`src/rtl/gs_pkg.sv`:
```
// Shared definitions for the grayscale shift interface: command codes, window
// tracker states and word/plane sizing used by both sides of the link.
package gs_pkg;

    localparam int NB_PLANES_DEF = 9;
    localparam int WORD_BITS     = 48;
    localparam int PLANE_WIDTH   = $clog2(NB_PLANES_DEF);
    localparam int LAT_CNT_W     = 3;

    typedef enum logic [2:0] {
        CMD_NONE  = 3'd0,
        CMD_WRTGS = 3'd1,
        CMD_LATGS = 3'd3,
        CMD_BAD   = 3'd7
    } cmd_e;

    typedef enum logic [1:0] {
        LAT_SHIFT  = 2'd0,
        LAT_LATCH  = 2'd1,
        LAT_DECODE = 2'd2
    } lat_state_e;

    function automatic cmd_e classify_cmd(input logic [LAT_CNT_W-1:0] edges);
        case (edges)
            3'd1:    return CMD_WRTGS;
            3'd3:    return CMD_LATGS;
            default: return CMD_BAD;
        endcase
    endfunction

endpackage

```
`src/rtl/gs_lat_decoder.sv`:
```
// LAT window tracker: counts SCLK rising edges seen with LAT high and classifies
// the window as WRTGS, LATGS or an illegal command when LAT falls.
module gs_lat_decoder
    import gs_pkg::*;
(
    input  logic clk,
    input  logic rst,
    input  logic sclk_rise_i,
    input  logic lat_i,
    output logic close_o,
    output cmd_e cmd_o,
    output logic err_cmd_o
);

    lat_state_e           state_q, state_d;
    logic [LAT_CNT_W-1:0] lat_cnt_q, lat_cnt_d;
    cmd_e                 cmd_q, cmd_d;

    // NOTE: sequential state uses non-blocking assignments so every register samples pre-edge values.
    always_ff @(posedge clk) begin
        if (!rst) begin
            state_q   <= LAT_SHIFT;
            lat_cnt_q <= '0;
            cmd_q     <= CMD_NONE;
        end else begin
            state_q   <= state_d;
            lat_cnt_q <= lat_cnt_d;
            cmd_q     <= cmd_d;
        end
    end

    // LATCH means LAT was high on the previous clk, so LATCH with LAT low is the falling edge.
    always_comb begin
        // NOTE: every combinational output gets a default first so no path can infer a latch.
        state_d = state_q;
        unique case (state_q)
            LAT_SHIFT:  if (lat_i) state_d = LAT_LATCH;
            LAT_LATCH:  if (!lat_i) state_d = LAT_DECODE;
            LAT_DECODE: state_d = lat_i ? LAT_LATCH : LAT_SHIFT;
            default:    state_d = LAT_SHIFT;
        endcase
    end

    always_comb begin
        close_o   = (state_q == LAT_LATCH) && !lat_i;
        cmd_o     = classify_cmd(lat_cnt_q);
        err_cmd_o = (state_q == LAT_DECODE) && (cmd_q == CMD_BAD);
        cmd_d     = close_o ? cmd_o : cmd_q;
        lat_cnt_d = close_o ? '0 : lat_cnt_q;
        if (sclk_rise_i && lat_i && (lat_cnt_d != '1)) begin
            lat_cnt_d = lat_cnt_d + LAT_CNT_W'(1);
        end
    end

endmodule

```
`src/rtl/gs_shift_receiver.sv`:
```
// Driver-side receiver of the grayscale shift link: deserialises SIN into bit-plane
// words and turns WRTGS/LATGS commands into word writes and frame-done pulses.
module gs_shift_receiver
    import gs_pkg::*;
#(
    parameter  int NB_LEDS_PER_GROUP = WORD_BITS / 3,
    parameter  int NB_PLANES         = NB_PLANES_DEF,
    localparam int W                 = 3 * NB_LEDS_PER_GROUP,
    localparam int PW                = (NB_PLANES == NB_PLANES_DEF) ? PLANE_WIDTH : $clog2(NB_PLANES)
) (
    input  logic          clk,
    input  logic          rst,
    input  logic          SCLK,
    input  logic          SIN,
    input  logic          LAT,
    output logic          word_valid,
    output logic [PW-1:0] word_plane,
    output logic [W-1:0]  word_data,
    output logic          frame_done,
    output logic          err_len,
    output logic          err_cmd,
    output logic          err_plane
);

    localparam int            CW        = $clog2(W + 2);
    localparam logic [CW-1:0] BITS_FULL = CW'(W);
    localparam logic [CW-1:0] BITS_SAT  = CW'(W + 1);
    localparam logic [PW-1:0] PLANE_TOP = PW'(NB_PLANES - 1);

    logic          sclk_q;
    logic          sclk_rise;
    logic [W-1:0]  shreg_q, shreg_d;
    logic [CW-1:0] bit_cnt_q, bit_cnt_d;
    logic [PW-1:0] plane_q, plane_d;
    logic          word_valid_q, word_valid_d;
    logic [PW-1:0] word_plane_q, word_plane_d;
    logic [W-1:0]  word_data_q, word_data_d;
    logic          frame_done_q, frame_done_d;
    logic          err_len_q, err_len_d;
    logic          err_plane_q, err_plane_d;
    logic          close;
    cmd_e          cmd;
    logic          len_ok;

    assign sclk_rise = SCLK & ~sclk_q;

    gs_lat_decoder u_lat_decoder (
        .clk        (clk),
        .rst        (rst),
        .sclk_rise_i(sclk_rise),
        .lat_i      (LAT),
        .close_o    (close),
        .cmd_o      (cmd),
        .err_cmd_o  (err_cmd)
    );

    // NOTE: the shift register is reset too, so bits of an interrupted word never remain observable.
    always_ff @(posedge clk) begin
        if (!rst) begin
            sclk_q       <= 1'b0;
            shreg_q      <= '0;
            bit_cnt_q    <= '0;
            plane_q      <= PLANE_TOP;
            word_valid_q <= 1'b0;
            word_plane_q <= '0;
            word_data_q  <= '0;
            frame_done_q <= 1'b0;
            err_len_q    <= 1'b0;
            err_plane_q  <= 1'b0;
        end else begin
            sclk_q       <= SCLK;
            shreg_q      <= shreg_d;
            bit_cnt_q    <= bit_cnt_d;
            plane_q      <= plane_d;
            word_valid_q <= word_valid_d;
            word_plane_q <= word_plane_d;
            word_data_q  <= word_data_d;
            frame_done_q <= frame_done_d;
            err_len_q    <= err_len_d;
            err_plane_q  <= err_plane_d;
        end
    end

    // A bit arriving on the closing clk starts the next word; the word itself comes from shreg_q.
    always_comb begin
        shreg_d = sclk_rise ? {shreg_q[W-2:0], SIN} : shreg_q;
        bit_cnt_d = close ? '0 : bit_cnt_q;
        if (sclk_rise && (bit_cnt_d != BITS_SAT)) begin
            bit_cnt_d = bit_cnt_d + CW'(1);
        end

        len_ok       = (bit_cnt_q == BITS_FULL);
        plane_d      = plane_q;
        word_valid_d = 1'b0;
        word_plane_d = word_plane_q;
        word_data_d  = word_data_q;
        frame_done_d = 1'b0;
        err_len_d    = 1'b0;
        err_plane_d  = 1'b0;

        if (close) begin
            case (cmd)
                CMD_WRTGS: begin
                    if (!len_ok) begin
                        err_len_d = 1'b1;
                    end else if (plane_q != '0) begin
                        word_valid_d = 1'b1;
                        word_plane_d = plane_q;
                        word_data_d  = shreg_q;
                        plane_d      = plane_q - PW'(1);
                    end else begin
                        err_plane_d = 1'b1;
                    end
                end
                CMD_LATGS: begin
                    frame_done_d = 1'b1;
                    plane_d      = PLANE_TOP;
                    if (!len_ok) begin
                        err_len_d = 1'b1;
                    end else begin
                        word_valid_d = 1'b1;
                        word_plane_d = plane_q;
                        word_data_d  = shreg_q;
                        err_plane_d  = (plane_q != '0);
                    end
                end
                default: ;
            endcase
        end
    end

    assign word_valid = word_valid_q;
    assign word_plane = word_plane_q;
    assign word_data  = word_data_q;
    assign frame_done = frame_done_q;
    assign err_len    = err_len_q;
    assign err_plane  = err_plane_q;

endmodule
```
`config.mk`:
```
export PLATFORM = sky130hd
export DESIGN_NAME = gs_shift_receiver
export DESIGN_NICKNAME = d
export VERILOG_FILES = /design/src/rtl/gs_pkg.sv /design/src/rtl/gs_lat_decoder.sv /design/src/rtl/gs_shift_receiver.sv
export SDC_FILE = /design/constraint.sdc
export NUM_CORES = 1
export LEC_CHECK = 0
export CAP_MARGIN = 15
export CORE_UTILIZATION = 55
export DETAILED_ROUTE_END_ITERATION = 8
export PLACE_DENSITY_LB_ADDON = 0.08
export SLEW_MARGIN = 20
export SYNTH_ARGS = -nofsm -noshare
export SYNTH_HDL_FRONTEND = slang
export SYNTH_HIERARCHICAL = 1
export SYNTH_SLANG_ARGS = --single-unit
```
`constraint.sdc`:
```
create_clock -name clk -period 2.3 [get_ports clk]
set_input_delay 0.46 -clock clk [delete_from_list [all_inputs] [get_ports clk]]
set_output_delay 0.46 -clock clk [all_outputs]
set_load 0.02 [all_outputs]
```
==> results of run 1 <==
worst reg2reg max path, stage by stage, from the launching register on:
cell and delay (ps):
dfxtp_1 350, or3b_2 470, nor4b_1 370, and4b_4 300, buf_12 180, nand3_1 120
o21ai_1 70
cell families after synthesis:
family	share of synthesized area (%)
compound gates	15.80
xor+xnor	0.9039
fa+ha+maj	1.033
buf+inv	5.603
flops	50.81
mux	0.4131
other cells	0.07739
simple gates	25.36
flip-flops by register name, summed over array words and instances, names as in the netlist, 2 cells and up:
signal,flops
word_plane,4
word_data,48
bit_cnt_q,6
u_lat_decoder/lat_cnt_q,3
u_lat_decoder/state_q,2
plane_q,4
u_lat_decoder/cmd_q,3
shreg_q,48
path summary, 6_finish.rpt:
check                                   from                        to  cells past startpoint
setup / recovery    u_lat_decoder/state_q[1]                   err_cmd                      3
hold / removal                           rst  u_lat_decoder/state_q[0]                      3
setup reg to reg  u_lat_decoder/lat_cnt_q[0]              word_data[6]                      6
hold reg to reg                 word_data[8]              word_data[8]                      2
placed cells by master (no fill, tap or decap), types with 2 or more instances in the layout:
| master | netlist | final |
|---|---|---|
| nand2_1 | 159 | 159 |
| dfxtp_1 | 123 | 123 |
| clkdlybuf4s50_1 | 0 | 60 |
| a21boi_0 | 49 | 49 |
| nand3_1 | 46 | 46 |
| o21ai_1 | 30 | 30 |
| o21ai_0 | 17 | 17 |
| clkbuf_16 | 0 | 16 |
| buf_4 | 1 | 15 |
| nor2_1 | 10 | 10 |
| nand3_2 | 8 | 8 |
| o21ai_2 | 8 | 8 |
| inv_1 | 6 | 6 |
| and2_1 | 5 | 5 |
| clkinvlp_4 | 0 | 5 |
| a31oi_1 | 4 | 4 |
| or4_1 | 4 | 4 |
| nand4_1 | 4 | 4 |
| ha_1 | 4 | 4 |
| buf_12 | 0 | 4 |
| nand2b_1 | 4 | 3 |
| a21oi_1 | 3 | 3 |
| xor2_1 | 3 | 3 |
| clkinv_4 | 0 | 3 |
| clkinv_2 | 1 | 3 |
| nor2b_1 | 2 | 2 |
| nand3b_1 | 2 | 2 |
| or3b_2 | 2 | 2 |
| xnor2_1 | 2 | 2 |
| nor3_1 | 2 | 2 |
| mux2i_1 | 2 | 2 |
| clkbuf_8 | 0 | 2 |
| inv_6 | 0 | 2 |
| o22ai_1 | 2 | 2 |
| nor3b_1 | 2 | 2 |
power by group:
part           total (mW)  internal [mW]  switching (mW)
Sequential           2.15           2.14         0.00937
Clock                2.41           1.46           0.951
Combinational       0.162         0.0577           0.104
Total                4.72           3.66            1.06
layout make-up:
type	count	share of cell area, %
repair buffers	79	13.04
clock buffers	18	7.036
flip-flops and latches	123	40.49
multi-input cells	390	34.77
well taps	105	2.160
clock inverters	13	1.995
inverters	8	0.5143
routing by layer:
layer  part of all wire (%)  vias to the layer above
met2                     49                       70
met4                   0.92                        0
met5                      0                        -
met3                    3.4                        8
met1                     47                     1782
li1                       -                     2004
==> flow_metrics.tcl, run 1 <==
set metrics [dict create \
    place_ws_ps -156.6 \
    p_total_mw 4.723 \
    dieWidth_um 95.87 \
    final_hold_viol_count 0 \
    wl_um 9124 \
    avgSynthCellArea_um2 8.592 \
    cts-root-buf "clkbuf_8" \
    design_area_um2 6082 \
    peakVddDrop_v 0.0005376 \
    period_share_pct 92.21 \
    seq_area_frac_synth_pct 50.81 \
    cts_setup_buffers 0 \
    synth_top_area_cell "dfxtp_1" \
    r2r_slack_ps 320 \
    crit_fanout 3 \
    hold_ws_ps 323.6 \
    place_congestion 0.8386 \
    yosys_register_bits 123 \
    cp.arrival_ps 1660 \
    clock_latency_ps 510 \
    syn_area_um2 4846 \
    fin_util_pct 72.56 \
    synthToLayoutAreaGrowth_pct 25.51 \
    ys_warn_count 6 \
    fmax_mhz 471.5 \
    diodes 0 \
    grt_pass1_wl_um 15330 \
    rsz0062_at_grt "no" \
    vias 3864 \
    end_kind "primary output" \
    setup_slack_ps 179.3 \
    avgRoutedWirePerCell_um 12.40 \
    synthTopCellsByCount "nand2_1, dfxtp_1, a21boi_0" \
    die_y_um 95.87 \
    clkSinkCount 123 \
    grt_pass1_vias 3504 \
    cts_resized 0 \
    synth_most_common_cell "nand2_1" \
    cts_tree "yes" \
    fill_cells 678 \
    io_pins 62 \
    first_iter_violations 137 \
    antenna_found_initial 0 \
    hpwl_um 5681 \
    initial_core_util_pct 57.81 \
    skew_ps 15.09 \
    io_buffer_count 61 \
    ys.flop_type "dfxtp_1" \
    leakage_nw 2.109 \
    h-tree-depth 4 \
    nets 628 \
    drc 0 \
    finalSetupTns_ps 0 \
    numCtsBuffers 17 \
    synth_edf_count 0 \
    yosys-top-cells-area "dfxtp_1, nand2_1, a21boi_0, nand3_1, o21ai_1" \
    design.die.area_um2 9190 \
    multi_input_area_um2 2115 \
    antenna_left 0 \
    firstDrtPassIters 5 \
    grtUsageMet1_pct 25.19 \
    ys_types 51 \
    grt_use_met3_pct 5.687 \
    grt-busiest-layer "met2" \
    cts_buffer_depth 2 \
    synth.net_count 573 \
    placed_cells 705 \
    path_class "register to primary output" \
    stdcell_count 736 \
    synth-async-reset-ratio_pct 0 \
    hold_buffers 0 \
    place_area_um2 5533 \
    synth_top_area_share_pct 50.81 \
    grt_use_total_pct 21.64 \
    cp_slowest_cell "clkdlybuf4s50_1" \
    core_um2 8382 \
    hp-class "input port to register" \
    slowest_delay_ps 610 \
    drv_cap 0 \
    status "complete, no violations" \
    setup_viol 0 \
    synthCells 564 \
    clkSlewWorstSetupHoldPaths_ps 60 \
    finalMaxSlewViolations 0 \
    path_cells "nand4_1 > nor2_1 > clkdlybuf4s50_1" \
    p_per_area_nw_per_um2 776.5 \
    worstSetupStartpointType "register" \
    grt_overflow 0 \
    gr-usage-met2_pct 37.08 \
    worstPathBufferInverterCount 1 \
    regArea_um2 2462 \
    drive_above_1_share_pct 12.04 \
    worstPathRequired_ps 1840 \
    layout_min_cycle_time_ps 2121 \
    rows 33 \
    viasPerCell 5.250 \
    grt_start_max_net_pins 105 \
    critPathTopFamily "buffers and inverters" \
]
No activity file was read; power rests on OpenSTA's default activity.
==> run 2: changes to the inputs <==
Settings changed: CORE_MARGIN set to 1, DONT_BUFFER_PORTS set to 1.
==> run 2 against run 1 <==
  * Routed wire length shrank 6.8%
  * Sequential share of layout area grew 4.5 points
  * Sequential power is essentially flat
  * Worst setup slack gained 130 ps
  * Cell count shrank 9.5%
  * Register-to-register slack is essentially flat
  * First-iteration DRC count grew 14%
  * Power grew 6.6%
==> flow_metrics.tcl, run 2 (same netlist as run 1, synthesis figures left out) <==
set metrics [dict create \
    crit_fanout 44 \
    fmax_mhz 501.9 \
    clock_latency_ps 510 \
    nets 557 \
    switching_share_pct 20.33 \
    grt_use_total_pct 19.86 \
    vias 3565 \
    rsz0062_at_grt "no" \
    antenna_left 0 \
    grt_start_max_net_pins 172 \
    cts_tree "yes" \
    skew_ps 7.259 \
    h-tree-depth 4 \
    grt_pass1_wl_um 14070 \
    place_area_um2 4837 \
    finalMaxSlewViolations 0 \
    cp_slowest_cell "or3b_2" \
    synthToLayoutAreaGrowth_pct 12.86 \
    antenna_found_initial 0 \
    hpwl_um 5135 \
    worstSetupStartpointType "register" \
    dieWidth_um 95.87 \
    drc 0 \
    initial_core_util_pct 57.81 \
    drive_above_1_share_pct 11.59 \
    drv_cap 0 \
    layout_min_cycle_time_ps 1992 \
    slowest_delay_ps 470 \
    finalSetupTns_ps 0 \
    clkSlewWorstSetupHoldPaths_ps 60 \
    cts_buffer_depth 2 \
    p_per_area_nw_per_um2 920.9 \
    numCtsBuffers 17 \
    hold_buffers 0 \
    path_cells "or3b_2 > nor4b_1 > and4b_4 > buf_12 > nand3_1 > o21ai_0" \
    hp-class "input port to register" \
    grt_pass1_vias 3109 \
    core_um2 8382 \
    diodes 0 \
    cp.arrival_ps 2380 \
    clkSinkCount 123 \
    fin_util_pct 65.25 \
    io_pins 62 \
    combPwrFrac_pct 2.0 \
    layout_commonest_cell "nand2_1" \
    p_clk_share_pct 55.3 \
    design.die.area_um2 9190 \
    switchingPower_mw 1.024 \
    fill_cells 720 \
    peakVddDrop_v 0.0005443 \
    seqPwrFrac_pct 42.7 \
    cts_resized 0 \
    period_share_pct 86.62 \
    grt_overflow 0 \
    die_y_um 95.87 \
    status "complete, no violations" \
    place_congestion 0.7346 \
    cts-root-buf "clkbuf_8" \
    wl_um 8504 \
    layout.cells.most_common_list "nand2_1, dfxtp_1, a21boi_0" \
    avgRoutedWirePerCell_um 12.77 \
    design_area_um2 5469 \
    end_kind "register" \
    rows 33 \
    viasPerCell 5.353 \
    cell_internal_pwr_mw 4.012 \
    firstDrtPassIters 4 \
    cts_setup_buffers 0 \
    leakage_nw 1.890 \
    worstPathRequired_ps 2690 \
    final_hold_viol_count 0 \
    path_class "register to register" \
    first_iter_violations 156 \
    setup_viol 0 \
    io_buffer_count 0 \
]
[run 2: changes by cell type in the layout (fill, tap and decap cells not counted), sizes merged]
cell / change
buf: -11
bufinv: +3
clkbuf: +2
clkdlybuf4s50: -60
clkinv: -3
clkinvlp: -2
inv: +1
[run 2: final timing paths]
| path | startpoint | end | cells past startpoint | slack [ps] |
|---|---|---|---|---|
| setup / recovery | u_lat_decoder/lat_cnt_q[0] | word_data[36] | 6 | 310 |
| hold / removal | LAT | u_lat_decoder/state_q[0] | 2 | 70 |
| setup reg to reg | u_lat_decoder/lat_cnt_q[0] | word_data[36] | 6 | 310 |
| hold reg to reg | u_lat_decoder/state_q[0] | u_lat_decoder/state_q[0] | 1 | 440 |
[run 2: power by group through the flow]
stage	Combinational (mW)	Sequential, mW	Clock [mW]
6_report	0.0997	2.15	2.78
5_1_grt	0.112	2.15	2.93
4_1_cts	0.101	2.15	2.84
3_5_place_dp	0.100	2.20	0
3_3_place_gp	0.0984	2.20	0
2_1_floorplan	0.120	2.20	0
[run 2: worst max-delay path, delay by kind of cell (launching register included)]
family                 cells  cell delay (ps)
buffers and inverters      1              180
AO/OA/AOI/OAI              1               80
AND/OR/NAND/NOR            4             1250
flip-flops                 1              340
[run 2: area by class of cell]
cell class	instances	area [µm²]	area share, %
Sequential cell	123	2462	45.02
Multi-Input combinational cell	390	2115	38.66
Clock buffer	20	445.4	8.145
Clock inverter	12	186.4	3.409
Tap cell	105	131.4	2.402
Timing Repair Buffer	8	97.59	1.784
Inverter	8	31.28	0.5720
[run 2: through the flow]
step	instances	setup slack, ps	hold WS, ps	total power [mW]
after floorplan	564	340.4	416.2	2.316
after global placement	634	266.4	429.5	2.297
after detailed placement	634	200.8	435.4	2.299
after CTS	666	269.9	29.70	5.092
after global routing	666	166.6	34.33	5.197
final	666	307.7	68.62	5.036
[run 2: layer usage]
metal | up-vias | global-route usage, % | share of wire, %
met4 | 0 | 8.831 | 0.89
met5 | - | 0 | 0
met1 | 1632 | 24.04 | 48
met2 | 58 | 32.02 | 47
met3 | 8 | 6.635 | 4.1
li1 | 1867 | - | -
